$ cat config.mk
export PLATFORM = sky130hd
export DESIGN_NAME = clock_tick_scheduler
export DESIGN_NICKNAME = d
export VERILOG_FILES = /design/src/rtl/clock_tick_scheduler.sv
export SDC_FILE = /design/constraint.sdc
export NUM_CORES = 1
export LEC_CHECK = 0
export CAP_MARGIN = 20
export CORE_ASPECT_RATIO = 0.8
export CORE_MARGIN = 8
export CORE_UTILIZATION = 55
export DETAILED_ROUTE_END_ITERATION = 8
export PLACE_DENSITY = 0.73
export SLEW_MARGIN = 20
export SYNTH_ARGS = -nofsm -noshare
export SYNTH_HDL_FRONTEND = slang
export SYNTH_SLANG_ARGS = --single-unit
$ cat constraint.sdc
create_clock -name clk -period 7.3 [get_ports clk]
set_input_delay 0.73 -clock clk [delete_from_list [all_inputs] [get_ports clk]]
set_output_delay 0.73 -clock clk [all_outputs]
set_load 0.1 [all_outputs]
$ cat src/rtl/clock_tick_scheduler.sv
// Timebase controller: one-cycle fast/slow clock-enable ticks plus square waves on the
// system clock, with divisors reloadable at run time at period boundaries.
module clock_tick_scheduler #(
  parameter int unsigned FAST_DIV = 200000,
  parameter int unsigned SLOW_DIV = 100,
  parameter int unsigned CNT_W    = 25
) (
  input  logic             clk,
  input  logic             reset,
  input  logic             run,
  input  logic             cfg_valid,
  output logic             cfg_ready,
  input  logic             cfg_sel,
  input  logic [CNT_W-1:0] cfg_div,
  output logic             cfg_err,
  output logic             tick_fast,
  output logic             tick_slow,
  output logic             sq_fast,
  output logic             sq_slow
);

  typedef enum logic [1:0] {StStop, StRun, StPend} state_e;

  state_e           state_q, state_d;
  logic [CNT_W-1:0] fast_div_q, fast_div_d;
  logic [CNT_W-1:0] slow_div_q, slow_div_d;
  logic [CNT_W-1:0] fast_cnt_q, fast_cnt_d;
  logic [CNT_W-1:0] slow_cnt_q, slow_cnt_d;
  logic [CNT_W-1:0] pend_div_q, pend_div_d;
  logic             pend_sel_q, pend_sel_d;
  logic             alive_q;
  logic             counting, term_f, term_s, xfer, div_ok, pend_wrap;

  // Gating with run makes every output drop in the cycle after run is sampled low.
  assign counting  = (state_q != StStop) && run;
  assign term_f    = counting && (fast_cnt_q == fast_div_q - CNT_W'(1));
  assign term_s    = term_f && (slow_cnt_q == slow_div_q - CNT_W'(1));
  // alive_q keeps cfg_ready low until the first edge after reset release.
  assign cfg_ready = alive_q && (state_q != StPend);
  assign xfer      = cfg_valid && cfg_ready;
  assign div_ok    = cfg_div >= CNT_W'(2);
  assign pend_wrap = pend_sel_q ? term_s : term_f;

  always_comb begin
    state_d    = state_q;
    fast_div_d = fast_div_q;
    slow_div_d = slow_div_q;
    pend_div_d = pend_div_q;
    pend_sel_d = pend_sel_q;
    fast_cnt_d = '0;
    slow_cnt_d = '0;

    if (counting) begin
      fast_cnt_d = term_f ? '0 : fast_cnt_q + CNT_W'(1);
      if (term_s) begin
        slow_cnt_d = '0;
      end else if (term_f) begin
        slow_cnt_d = slow_cnt_q + CNT_W'(1);
      end else begin
        slow_cnt_d = slow_cnt_q;
      end
    end

    unique case (state_q)
      StStop: begin
        if (xfer && div_ok) begin
          if (cfg_sel) slow_div_d = cfg_div;
          else         fast_div_d = cfg_div;
        end
        if (run) state_d = StRun;
      end
      StRun: begin
        if (!run) begin
          state_d = StStop;
          if (xfer && div_ok) begin
            if (cfg_sel) slow_div_d = cfg_div;
            else         fast_div_d = cfg_div;
          end
        end else if (xfer && div_ok) begin
          pend_sel_d = cfg_sel;
          pend_div_d = cfg_div;
          state_d    = StPend;
        end
      end
      StPend: begin
        // Load on the wrap of the pending channel so no period is ever truncated or stretched.
        if (!run || pend_wrap) begin
          if (pend_sel_q) slow_div_d = pend_div_q;
          else            fast_div_d = pend_div_q;
          state_d = run ? StRun : StStop;
        end
      end
      default: state_d = StStop;
    endcase
  end

  always_ff @(posedge clk or posedge reset) begin
    if (reset) begin
      state_q    <= StStop;
      fast_div_q <= CNT_W'(FAST_DIV);
      slow_div_q <= CNT_W'(SLOW_DIV);
      fast_cnt_q <= '0;
      slow_cnt_q <= '0;
      pend_div_q <= '0;
      pend_sel_q <= 1'b0;
      alive_q    <= 1'b0;
    end else begin
      state_q    <= state_d;
      fast_div_q <= fast_div_d;
      slow_div_q <= slow_div_d;
      fast_cnt_q <= fast_cnt_d;
      slow_cnt_q <= slow_cnt_d;
      pend_div_q <= pend_div_d;
      pend_sel_q <= pend_sel_d;
      alive_q    <= 1'b1;
    end
  end

  always_ff @(posedge clk or posedge reset) begin
    if (reset) begin
      tick_fast <= 1'b0;
      tick_slow <= 1'b0;
      sq_fast   <= 1'b0;
      sq_slow   <= 1'b0;
      cfg_err   <= 1'b0;
    end else begin
      tick_fast <= term_f;
      tick_slow <= term_s;
      sq_fast   <= counting && (fast_cnt_q < (fast_div_q >> 1));
      sq_slow   <= counting && (slow_cnt_q < (slow_div_q >> 1));
      cfg_err   <= xfer && !div_ok;
    end
  end

endmodule

# After elaboration in Yosys (flattened, before gate mapping)
# Index checks and enable logic that the tools add are counted.
# W data, S select, Z words.
# word_totals
reg_bits	134
output_inout_bits	6
# classes
n_addsub	4
n_lt_le_gt_ge	3
eq_ne	12
n_mux	24
reduce_logical	19
# ops
operator	count
$mux W25	15
$pmux W25 S3	2
$add A25 B1 Y25 const B	2
$eq A25 B25 Y1	2
$lt A25 B24 Y1	2
$sub A25 B1 Y25 const B	2
$ge A25 B2 Y1 const B	1
$ne A2 B2 Y1 const B	6
$logic_and A1 B1 Y1	9
$mux W2	4
$reduce_and A4 Y1	2
$pmux W2 S3	1
$reduce_and A3 Y1	2
$ne A3 B1 Y1 const B	1
$ne A3 B3 Y1 const B	1
$reduce_bool A3 Y1	1
$eq A2 B1 Y1 const B	1
$eq A2 B2 Y1 const B	1
$logic_not A1 Y1	2
$logic_not A2 Y1	1
$mux W1	2
$reduce_bool A2 Y1	1
$logic_or A1 B1 Y1	1

# Logic depth before layout (Yosys ltp)
# Gate-level depths: netlist (run 1).
# logic_depth
word_depth	8
mapped_depth	13

# Worst setup path before layout (run 1)
# Ideal clock, no wire load.
# synth_path
path_type	flip-flop to flip-flop
startpoint	reg slow_div_q[0]
endpoint	reg slow_div_q[10]
setup_time_ns	0.128
arrival_ns	3.287
required_ns	7.172
path_slack_ns	3.884
stages_incl_launch_ff	13
path_buffers	2
cell_sequence	dfrtp_1 -> inv_1 -> ha_1 -> or3b_2 -> clkbuf_1 -> or4_4 -> nor4_2 -> o22ai_1 -> or4_4 -> nor4_4 -> a31oi_4 -> buf_6 -> mux2i_1
# synth_via
elab_chain_cells	7
# synth_lines
element	line	text
from (decl)	26	logic [CNT_W-1:0] slow_div_q, slow_div_d;
from (signal assigned)	101	slow_div_q <= CNT_W'(SLOW_DIV);
from (signal assigned)	110	slow_div_q <= slow_div_d;
$sub A25 B1 Y25	37	assign term_s = term_f && (slow_cnt_q == slow_div_q - CNT_W'(1));
$eq A25 B25 Y1	37	
$logic_and A1 B1 Y1	37	
$mux W1	42	assign pend_wrap = pend_sel_q ? term_s : term_f;
$logic_or A1 B1 Y1	87	if (!run || pend_wrap) begin
$ne A2 B2 Y1 (no line)	n/a	
$reduce_and A4 Y1 (no line)	n/a	
# No other way between the ends.
# A chain may end at the register's enable or synchronous reset.

# Worst setup path in the final report (run 1)
# layout_path
startpoint	reg fast_div_q[0]
endpoint	reg slow_cnt_q[22]
# layout_via
elab_chain_cells	6
elab_cells_between_ends	7
cone_classes	add/sub (1); eq/ne (2); mux (2); reduce/logical (2)
# layout_lines
element	line	text
from (decl)	25	logic [CNT_W-1:0] fast_div_q, fast_div_d;
from (signal assigned)	100	fast_div_q <= CNT_W'(FAST_DIV);
from (signal assigned)	109	fast_div_q <= fast_div_d;
$sub A25 B1 Y25 (*)	36	assign term_f = counting && (fast_cnt_q == fast_div_q - CNT_W'(1));
$eq A25 B25 Y1 (*)	36	
$logic_and A1 B1 Y1 (*)	36	
$logic_and A1 B1 Y1	37	
$mux W25	55	if (term_s) begin
$mux W25	53	if (counting) begin
to (signal assigned)	112	slow_cnt_q <= slow_cnt_d;
to (decl)	28	logic [CNT_W-1:0] slow_cnt_q, slow_cnt_d;
# Every way passes the cells marked *; elsewhere a longest branch is shown, timed or not.

==> results of run 1 <==
==> cells in the mapped netlist (12+ instances only) <==
master / n / area (um2)
a21oi_1: 22 / 110.1
o31ai_1: 35 / 262.8
nand4_1: 24 / 150.1
xor2_1: 38 / 332.8
a21o_1: 20 / 150.1
inv_1: 57 / 214.0
clkbuf_1: 66 / 247.7
nor3_1: 26 / 130.1
dfrtp_1: 125 / 3128
nand2_1: 86 / 322.8
nand3_1: 38 / 190.2
nor2_1: 97 / 364.1
nor4_1: 46 / 287.8
a211oi_1: 32 / 240.2
mux2_2: 27 / 304.0
a32oi_1: 14 / 122.6
xnor2_1: 46 / 402.9
mux2i_1: 51 / 510.5
o21ai_0: 12 / 60.06
ha_1: 50 / 625.6
and3_1: 24 / 150.1
==> logic make-up after synthesis <==
| kind of cell | count (synthesis) | synth area share [%] |
|---|---|---|
| AOI/OAI and AO/OA | 216 | 16.40 |
| and+or+nand+nor | 420 | 22.36 |
| buffers and inverters | 143 | 5.774 |
| DFF | 134 | 33.60 |
| xor gates and xnor gates | 84 | 7.348 |
| muxes | 78 | 8.135 |
| other | 1 | 0.03745 |
| adders and majority gates | 51 | 6.348 |
==> final timing paths <==
| kind | startpoint | endpoint | slack, ns | cells after the start |
|---|---|---|---|---|
| worst min register to register | fast_cnt_q[0] | fast_cnt_q[0] | 0.54 | 1 |
| worst min-delay path | fast_cnt_q[0] | fast_cnt_q[0] | 0.54 | 1 |
| worst max-delay path | fast_div_q[0] | slow_cnt_q[22] | 2.79 | 9 |
| max in group asynchronous | reset | fast_div_q[4] | 5.22 | 3 |
| min in group asynchronous | reset | fast_cnt_q[10] | 0.82 | 2 |
| worst max register to register | fast_div_q[0] | slow_cnt_q[22] | 2.79 | 9 |
==> layer usage <==
| layer | vias up | wire, um | global-route usage (%) |
|---|---|---|---|
| met1 | 4270 | 13210 | 34.98 |
| met4 | 0 | 366 | 6.540 |
| met2 | 342 | 11350 | 33.22 |
| met3 | 32 | 2138 | 7.063 |
| li1 | 4127 | - | - |
| met5 | - | 0 | 0 |
==> per-stage QoR <==
step | total power, uW | util [%]
after floorplan | 1305 | -
after global placement | 1438 | 57.77
after detailed placement | 1454 | 57.77
after CTS | 2353 | 61.15
after global routing | 2457 | 61.34
final | 2353 | 61.34
==> power breakdown <==
group / internal (uW) / switching [uW]
Clock: 554 / 339
Sequential: 835 / 123
Combinational: 206 / 296
Total: 1590 / 758
==> cell type report <==
class / count / area (um2)
multi-input cells: 850 / 6095
repair buffers: 47 / 460.4
clock inverters: 12 / 151.4
well taps: 230 / 287.8
flip-flops and latches: 134 / 3364
fillers: 1497 / 6960
clock buffers: 20 / 456.7
inverters: 59 / 226.5
==> registers in the layout, indices dropped and copies added, names as in the netlist, 2 cells and up <==
name        flops
slow_div_q     25
fast_cnt_q     25
slow_cnt_q     25
state_q         2
fast_div_q     25
pend_div_q     25
==> results.md, run 1 <==
- Wire per inst: 20.02 um
- CTS root buffer: clkbuf_16
- Post_cts resized: 0
- Vias post-DR: 8771
- CTS tree: done
- Worst path cell trace: nor3_1, and4_1, a211oi_1, nor3b_1, o211ai_1, a2111o_2, buf_4, nand2b_1, o41ai_1
- Die W: 166.8 um
- Postcts setup bufs: 0
- Worst setup margin: 2.790 ns
- CP max-delay cell: nor3_1
- Inst Count DP: 1319
- Ys flop type: dfrtp_1
- Post-synth cell types: 79
- Vias per cell: 6.487
- Final slew viol count: 0
- Port Buf Inserts: 35
- Final ANT Viol Nets: 0
- Worst-margin pin slew: 1.038 ns
- Syn Inst Count: 1127
- Final setup viols: 0
- WP data arrival: 4.82 ns
- Syn Nets: 1207
- Async SR Flop Fraction: 100.0%
- First-pass GRT wire length: 43.58 mm
- Iter 0 DRT Violations: 893
- Fin crit period: 4.510 ns
- Antenna cells: 0
- Status: finished clean
- Crit-path leading delay family: simple AND/OR/NAND/NOR gates
- Max_slew headroom: 30.50%
- Clock latency on the worst-skew pair: 0.43 ns
- Largest net degree at the start of global routing: 78
- Hold crit path type: reg -> reg
- Maxcap violations: 0
- Io pins: 36
- Die height: 136.7 um
- Max incr delay on CP: 0.74 ns
- IR drop worst, VDD: 0.0001741 V
- Fin Clk Skew: 0.01088 ns
- Htree depth: 4
- Yosys warns: 0
- Worst Path Buf+Inv: 1
- Worst Path Max Fanout: 60
- Commonest non-fill, non-tap cell in the layout: dfrtp_1
- GRT Overall Usage: 23.85%
- PD cells: 213.1 nW/um2
- Rows: 44
- Sequential cell area fraction in the yosys report: 33.60%
- Hold slack final: 0.5381 ns
- Startpoint Class: register
- Final hold vios: 0
- DRC errors left: 0
- Unrepaired setup endpoints after global routing: false
- Post-Layout Cell Count: 1352
- Gpl congestion: 0.9767
- Hpwl dp: 19.46 mm
- Antenna violations before repair: 0
- Area grow syn2layout: 10.28%
- CTS Buf Count: 17
- EDFF count, synth: 0
- Area of the mapped netlist: 10010 um2
- Static leakage: 0.004675 uW
- Fin area: 11040 um2
- Initial Utilization: 55.62%
- Clock slew at reported path FFs: 0.06 ns
- Setup tns final: 0 ns
- Mean area per synthesized cell: 8.884 um2
- Worst setup EP type: register
- Max Clk Rate: 221.7 MHz
- Vias in the first global route: 7964
- 1st-pass router iterations: 6
- Nets: 1189
- Commonest cells after routing, fill and taps aside: dfrtp_1 (125), nor2_1 (95), nand2_1 (86), inv_1 (56), mux2i_1 (51)
- Core area: 18000 um2
- Tcrit/Tclk final: 61.78%
- Deepest clock path buffer count: 2
- Placed Area: 10400 um2
- Clock sink count: 134
- WS Path Type: reg -> reg
- Hold buffer count at cts: 0
- Post-place setup slack: 2.627 ns
- Share of layout cells above drive strength 1: 9.715%
- CP required: 7.61 ns
- Die Area: 22800 um2
- Seq cells post-synth: 134
- Total Wirelength: 27.06 mm
- Overflow left after global routing: 0
(Power assumes the default switching activity.)
==> run 2: changes to the inputs <==
PLACE_DENSITY = 0.76   (was 0.73)
clock period = 3.7 ns   (was 7.3 ns; I/O delays follow)
==> results.md, run 2 (synthesis results as in run 1) <==
- Comb pwr share: 22.1%
- Psw: 1538 uW
- Internal power: 3235 uW
- Setup tns final: 0 ns
- Htree depth: 4
- Maxcap violations: 0
- DRC errors left: 0
- Die height: 136.7 um
- Clock latency on the worst-skew pair: 0.44 ns
- Fin Clk Skew: 0.01485 ns
- Area grow syn2layout: 13.62%
- Clock sink count: 134
- Nets: 1223
- Startpoint Class: register
- Total Wirelength: 28.31 mm
- Clock slew at reported path FFs: 0.06 ns
- IR drop worst, VDD: 0.0003038 V
- Final slew viol count: 0
- Status: finished clean
- Wire per inst: 20.42 um
- Core area: 18000 um2
- R2R cell count: 9
- GRT Overall Usage: 25.07%
- Worst reg-to-reg setup slack: 0.19 ns
- Io pins: 36
- Placed Area: 10720 um2
- Multi-input gate area: 6106 um2
- CTS root buffer: clkbuf_16
- Fin area: 11380 um2
- WP data arrival: 3.86 ns
- 1st-pass router iterations: 5
- Final ANT Viol Nets: 0
- Tcrit/Tclk final: 94.81%
- Vias post-DR: 9010
- Switch share: 32.23%
- Register area: 3364 um2
- Worst-margin pin slew: 0.9714 ns
- Antenna cells: 0
- Port Buf Inserts: 35
- FILL cells: 1498
- CTS Buf Count: 17
- Final setup viols: 0
- First-pass GRT wire length: 46.17 mm
- Largest net degree at the start of global routing: 68
- WS Path Type: reg -> reg
- Static leakage: 0.004870 uW
- Unrepaired setup endpoints after global routing: false
- CTS tree: done
- Fin crit period: 3.508 ns
- Deepest clock path buffer count: 2
- Worst setup EP type: register
- Share of layout cells above drive strength 1: 12.63%
- Iter 0 DRT Violations: 1209
- Commonest cells after routing, fill and taps aside: dfrtp_1 (125), nor2_1 (95), nand2_1 (86), inv_1 (56), mux2i_1 (51)
- CP required: 4.05 ns
- Die W: 166.8 um
- Die Area: 22800 um2
- Vias per cell: 6.501
- Worst Path Max Fanout: 25
- Reg2Reg Launch Point: slow_div_q[0]
- Overflow left after global routing: 0
- Sequential group share of total power: 39.5%
- Vias in the first global route: 8571
- Clock network power share: 38.4%
- Hold crit path type: in -> async
- Gpl congestion: 1.007
- R2r endpoint: slow_div_q[15]
- Initial Utilization: 55.62%
- Commonest non-fill, non-tap cell in the layout: dfrtp_1
- Antenna violations before repair: 0
- Critical Path Start: slow_div_q[0]
- Max_slew headroom: 35.04%
- Rows: 44
- PD cells: 419.6 nW/um2
- Final hold vios: 0
- Hpwl dp: 20.39 mm
- Max Clk Rate: 285.1 MHz
run 2: timing repair:
item | CTS | global route
setup buffers | 0 | 2
hold buffers | 0 | 0
gates resized for setup | 0 | 5
endpoints found under the setup margin | 0 | 46
run 2: cell type report:
type                       count  share of cell area [%]
multi-input combinational    850                   53.67
sequential                   134                   29.58
timing repair buffer          81                   6.753
clock buffer                  20                   3.927
tap                          230                   2.530
inverter                      59                   1.980
clock inverter                12                   1.562
run 2: power by group through the flow:
stage	Sequential (uW)	Clock [uW]	Combinational, uW
4_1_cts	1870	1850	1040
2_1_floorplan	1810	0	765
6_report	1880	1830	1060
3_3_place_gp	1880	0	998
3_5_place_dp	1890	0	1020
5_1_grt	1900	1910	1150
run 2: critical path, cell delays in order (launching register included):
cell     delay [ns]
dfrtp_1        0.42
or4_1          0.67
or4_1          0.54
a21oi_1        0.25
o22ai_1        0.14
or4_4          0.58
nor4_4         0.28
a31oi_4        0.13
buf_12         0.21
mux2i_1        0.21
run 2: layer usage:
| layer | track usage [%] | wire [um] |
|---|---|---|
| met2 | 35.92 | 11930 |
| met3 | 6.111 | 2809 |
| met1 | 36.42 | 13060 |
| met5 | 0 | 0 |
| met4 | 7.938 | 515 |
run 2: through the flow:
stage | power [uW] | std cells | hold WS, ns | setup slack [ns] | util [%]
final | 4774 | 1386 | 0.4005 | 0.1920 | 63.19
after CTS | 4756 | 1384 | 0.4303 | 0.06626 | 63.01
after floorplan | 2576 | 1127 | 0.4764 | 0.2845 | -
after global placement | 2883 | 1352 | 0.5168 | 0.2044 | 59.54
after detailed placement | 2915 | 1352 | 0.5194 | 0.1183 | 59.54
after global routing | 4963 | 1386 | 0.4762 | 0.01486 | 63.19
run 2: how the worst max path moves through the flow:
stage / slack (ns) / to / cells past startpoint
floorplan: 0.28 / slow_div_q[10] / 12
global placement: 0.20 / slow_cnt_q[8] / 9
detailed placement: 0.12 / slow_cnt_q[13] / 11
CTS: 0.07 / slow_cnt_q[23] / 8
global route: 0.01 / slow_div_q[17] / 12
finish: 0.19 / slow_div_q[15] / 9
==> run 3: changes to the inputs <==
CAP_MARGIN = 10   (was 20)
DONT_BUFFER_PORTS = 1   (was not set)
PLACE_DENSITY = 0.73   (was 0.76)
==> results.md, run 3 (synthesis results as in run 1) <==
- Commonest non-fill, non-tap cell in the layout: dfrtp_1
- Fin Clk Skew: 0.009528 ns
- Final slew viol count: 0
- GRT Overall Usage: 24.28%
- Final setup viols: 0
- Violated checks: hold timing
- CTS Buf Count: 17
- WP data arrival: 3.82 ns
- Vias per cell: 6.473
- Worst reg-to-reg setup slack: 0.18 ns
- Antenna violations before repair: 1
- Reg2Reg Launch Point: fast_div_q[7]
- Maxcap violations: 0
- Clock latency on the worst-skew pair: 0.43 ns
- Worst setup margin: 0.1846 ns
- Nets: 1179
- WL met3: 2.643 mm
- R2R cell count: 9
- Status: finished with violations
- Worst path cell trace: nor4_4, and3_1, xnor2_1, o31ai_1, o211ai_1, a2111o_2, nand2b_1, buf_4, o41ai_1
- WL met2: 10.91 mm
- Fin crit period: 3.515 ns
- Total Wirelength: 27.23 mm
- Clock sink count: 134
- Final ANT Viol Nets: 0
- CP required: 4.00 ns
- Hold slack final: -0.01428 ns
- CP max-delay cell: nor4_4
- DRC errors left: 0
- Max Clk Rate: 284.5 MHz
- First-pass GRT wire length: 44.22 mm
- Unrepaired setup endpoints after global routing: false
- WS Path Type: reg -> reg
- Initial Utilization: 55.62%
- IR drop worst, VDD: 0.0002964 V
- Share of layout cells above drive strength 1: 12.14%
- Vias in the first global route: 7888
- Wire per inst: 20.29 um
- Postcts setup bufs: 0
- Clock slew at reported path FFs: 0.06 ns
- Rows: 44
- Core area: 18000 um2
- Io pins: 36
- PD cells: 425.8 nW/um2
- CTS tree: done
- Vias post-DR: 8687
- Iter 0 DRT Violations: 867
- Gpl congestion: 0.9455
- Max incr delay on CP: 0.54 ns
- Top routing layer used: met5
- Worst setup EP type: register
- Worst Path Max Fanout: 14
- Commonest cells after routing, fill and taps aside: dfrtp_1 (125), nor2_1 (95), nand2_1 (86), inv_1 (56), mux2i_1 (51)
- Static leakage: 0.004682 uW
- Antenna cells: 0
- Die height: 136.7 um
- Tcrit/Tclk final: 95.01%
- Deepest clock path buffer count: 2
- Hpwl dp: 19.71 mm
- M1 WL: 13.27 mm
- Hold crit path type: in -> async
- Overflow left after global routing: 0
- Setup tns final: 0 ns
- Die Area: 22800 um2
- Max_slew headroom: 33.54%
- Final hold vios: 32
- 1st-pass router iterations: 6
- Htree depth: 4
- Area grow syn2layout: 9.235%
- CTS root buffer: clkbuf_16
- Worst-margin pin slew: 0.9959 ns
- Post-place setup slack: 0.2436 ns
- Port Buf Inserts: 0
- R2r endpoint: slow_cnt_q[12]
- Die W: 166.8 um
- Largest net degree at the start of global routing: 98
- Startpoint Class: register
-- run 3: metal layers --
metal | up-vias | global-route usage, %
met5 | - | 0
met4 | 2 | 5.791
met3 | 37 | 7.293
met2 | 355 | 33.15
met1 | 4190 | 36.43
li1 | 4103 | -
-- run 3: worst max-delay path by stage --
stage                  start        endpoint  slack [ns]
2_1_floorplan  slow_div_q[0]  slow_div_q[10]        0.28
3_3_place_gp   slow_div_q[0]   slow_cnt_q[8]        0.29
3_5_place_dp   fast_div_q[0]  slow_cnt_q[12]        0.24
4_1_cts        fast_div_q[0]  slow_cnt_q[12]        0.22
5_1_grt        fast_div_q[3]   slow_cnt_q[3]      0.0005
6_report       fast_div_q[7]  slow_cnt_q[12]        0.18
-- run 3: repair_timing --
item / 4_1_cts / 5_1_grt
endpoints found under the hold margin: 0 / 0
hold buffers: 0 / 0
setup endpoints to repair: 0 / 1
gates resized for setup: 0 / 1
-- run 3: worst max-delay path: cells and delay by family (launching register included) --
family / cells / cell delay, ns
compound gates: 4 / 1.49
buf+inv: 1 / 0.20
xor+xnor: 1 / 0.15
flops: 1 / 0.43
simple gates: 3 / 1.13
-- run 3: power breakdown --
group | switching [uW] | internal [uW] | total, uW
Clock | 707 | 1080 | 1790
Combinational | 561 | 408 | 969
Sequential | 251 | 1650 | 1900
Total | 1520 | 3140 | 4660
-- run 3: metrics by stage --
step                utilization [%]  power (uW)  hold slack [ns]  instances  area [um2]
floorplan                         -        2576           0.4764       1127       10020
global placement              57.32        2832           0.4476       1310       10320
detailed placement            57.32        2852           0.4609       1310       10320
CTS                           60.72        4652         0.001828       1342       10930
global route                  60.75        4859          0.04931       1342       10940
finish                        60.75        4657         -0.01428       1342       10940
-- run 3: final cells by class --
cell class                      instances  area [um2]
Fill cell                            1500        7066
Tap cell                              230       287.8
Multi-Input combinational cell        850        6093
Timing Repair Buffer                   37       352.8
Inverter                               59       225.2
Clock inverter                         14       173.9
Clock buffer                           18       439.2
Sequential cell                       134        3364
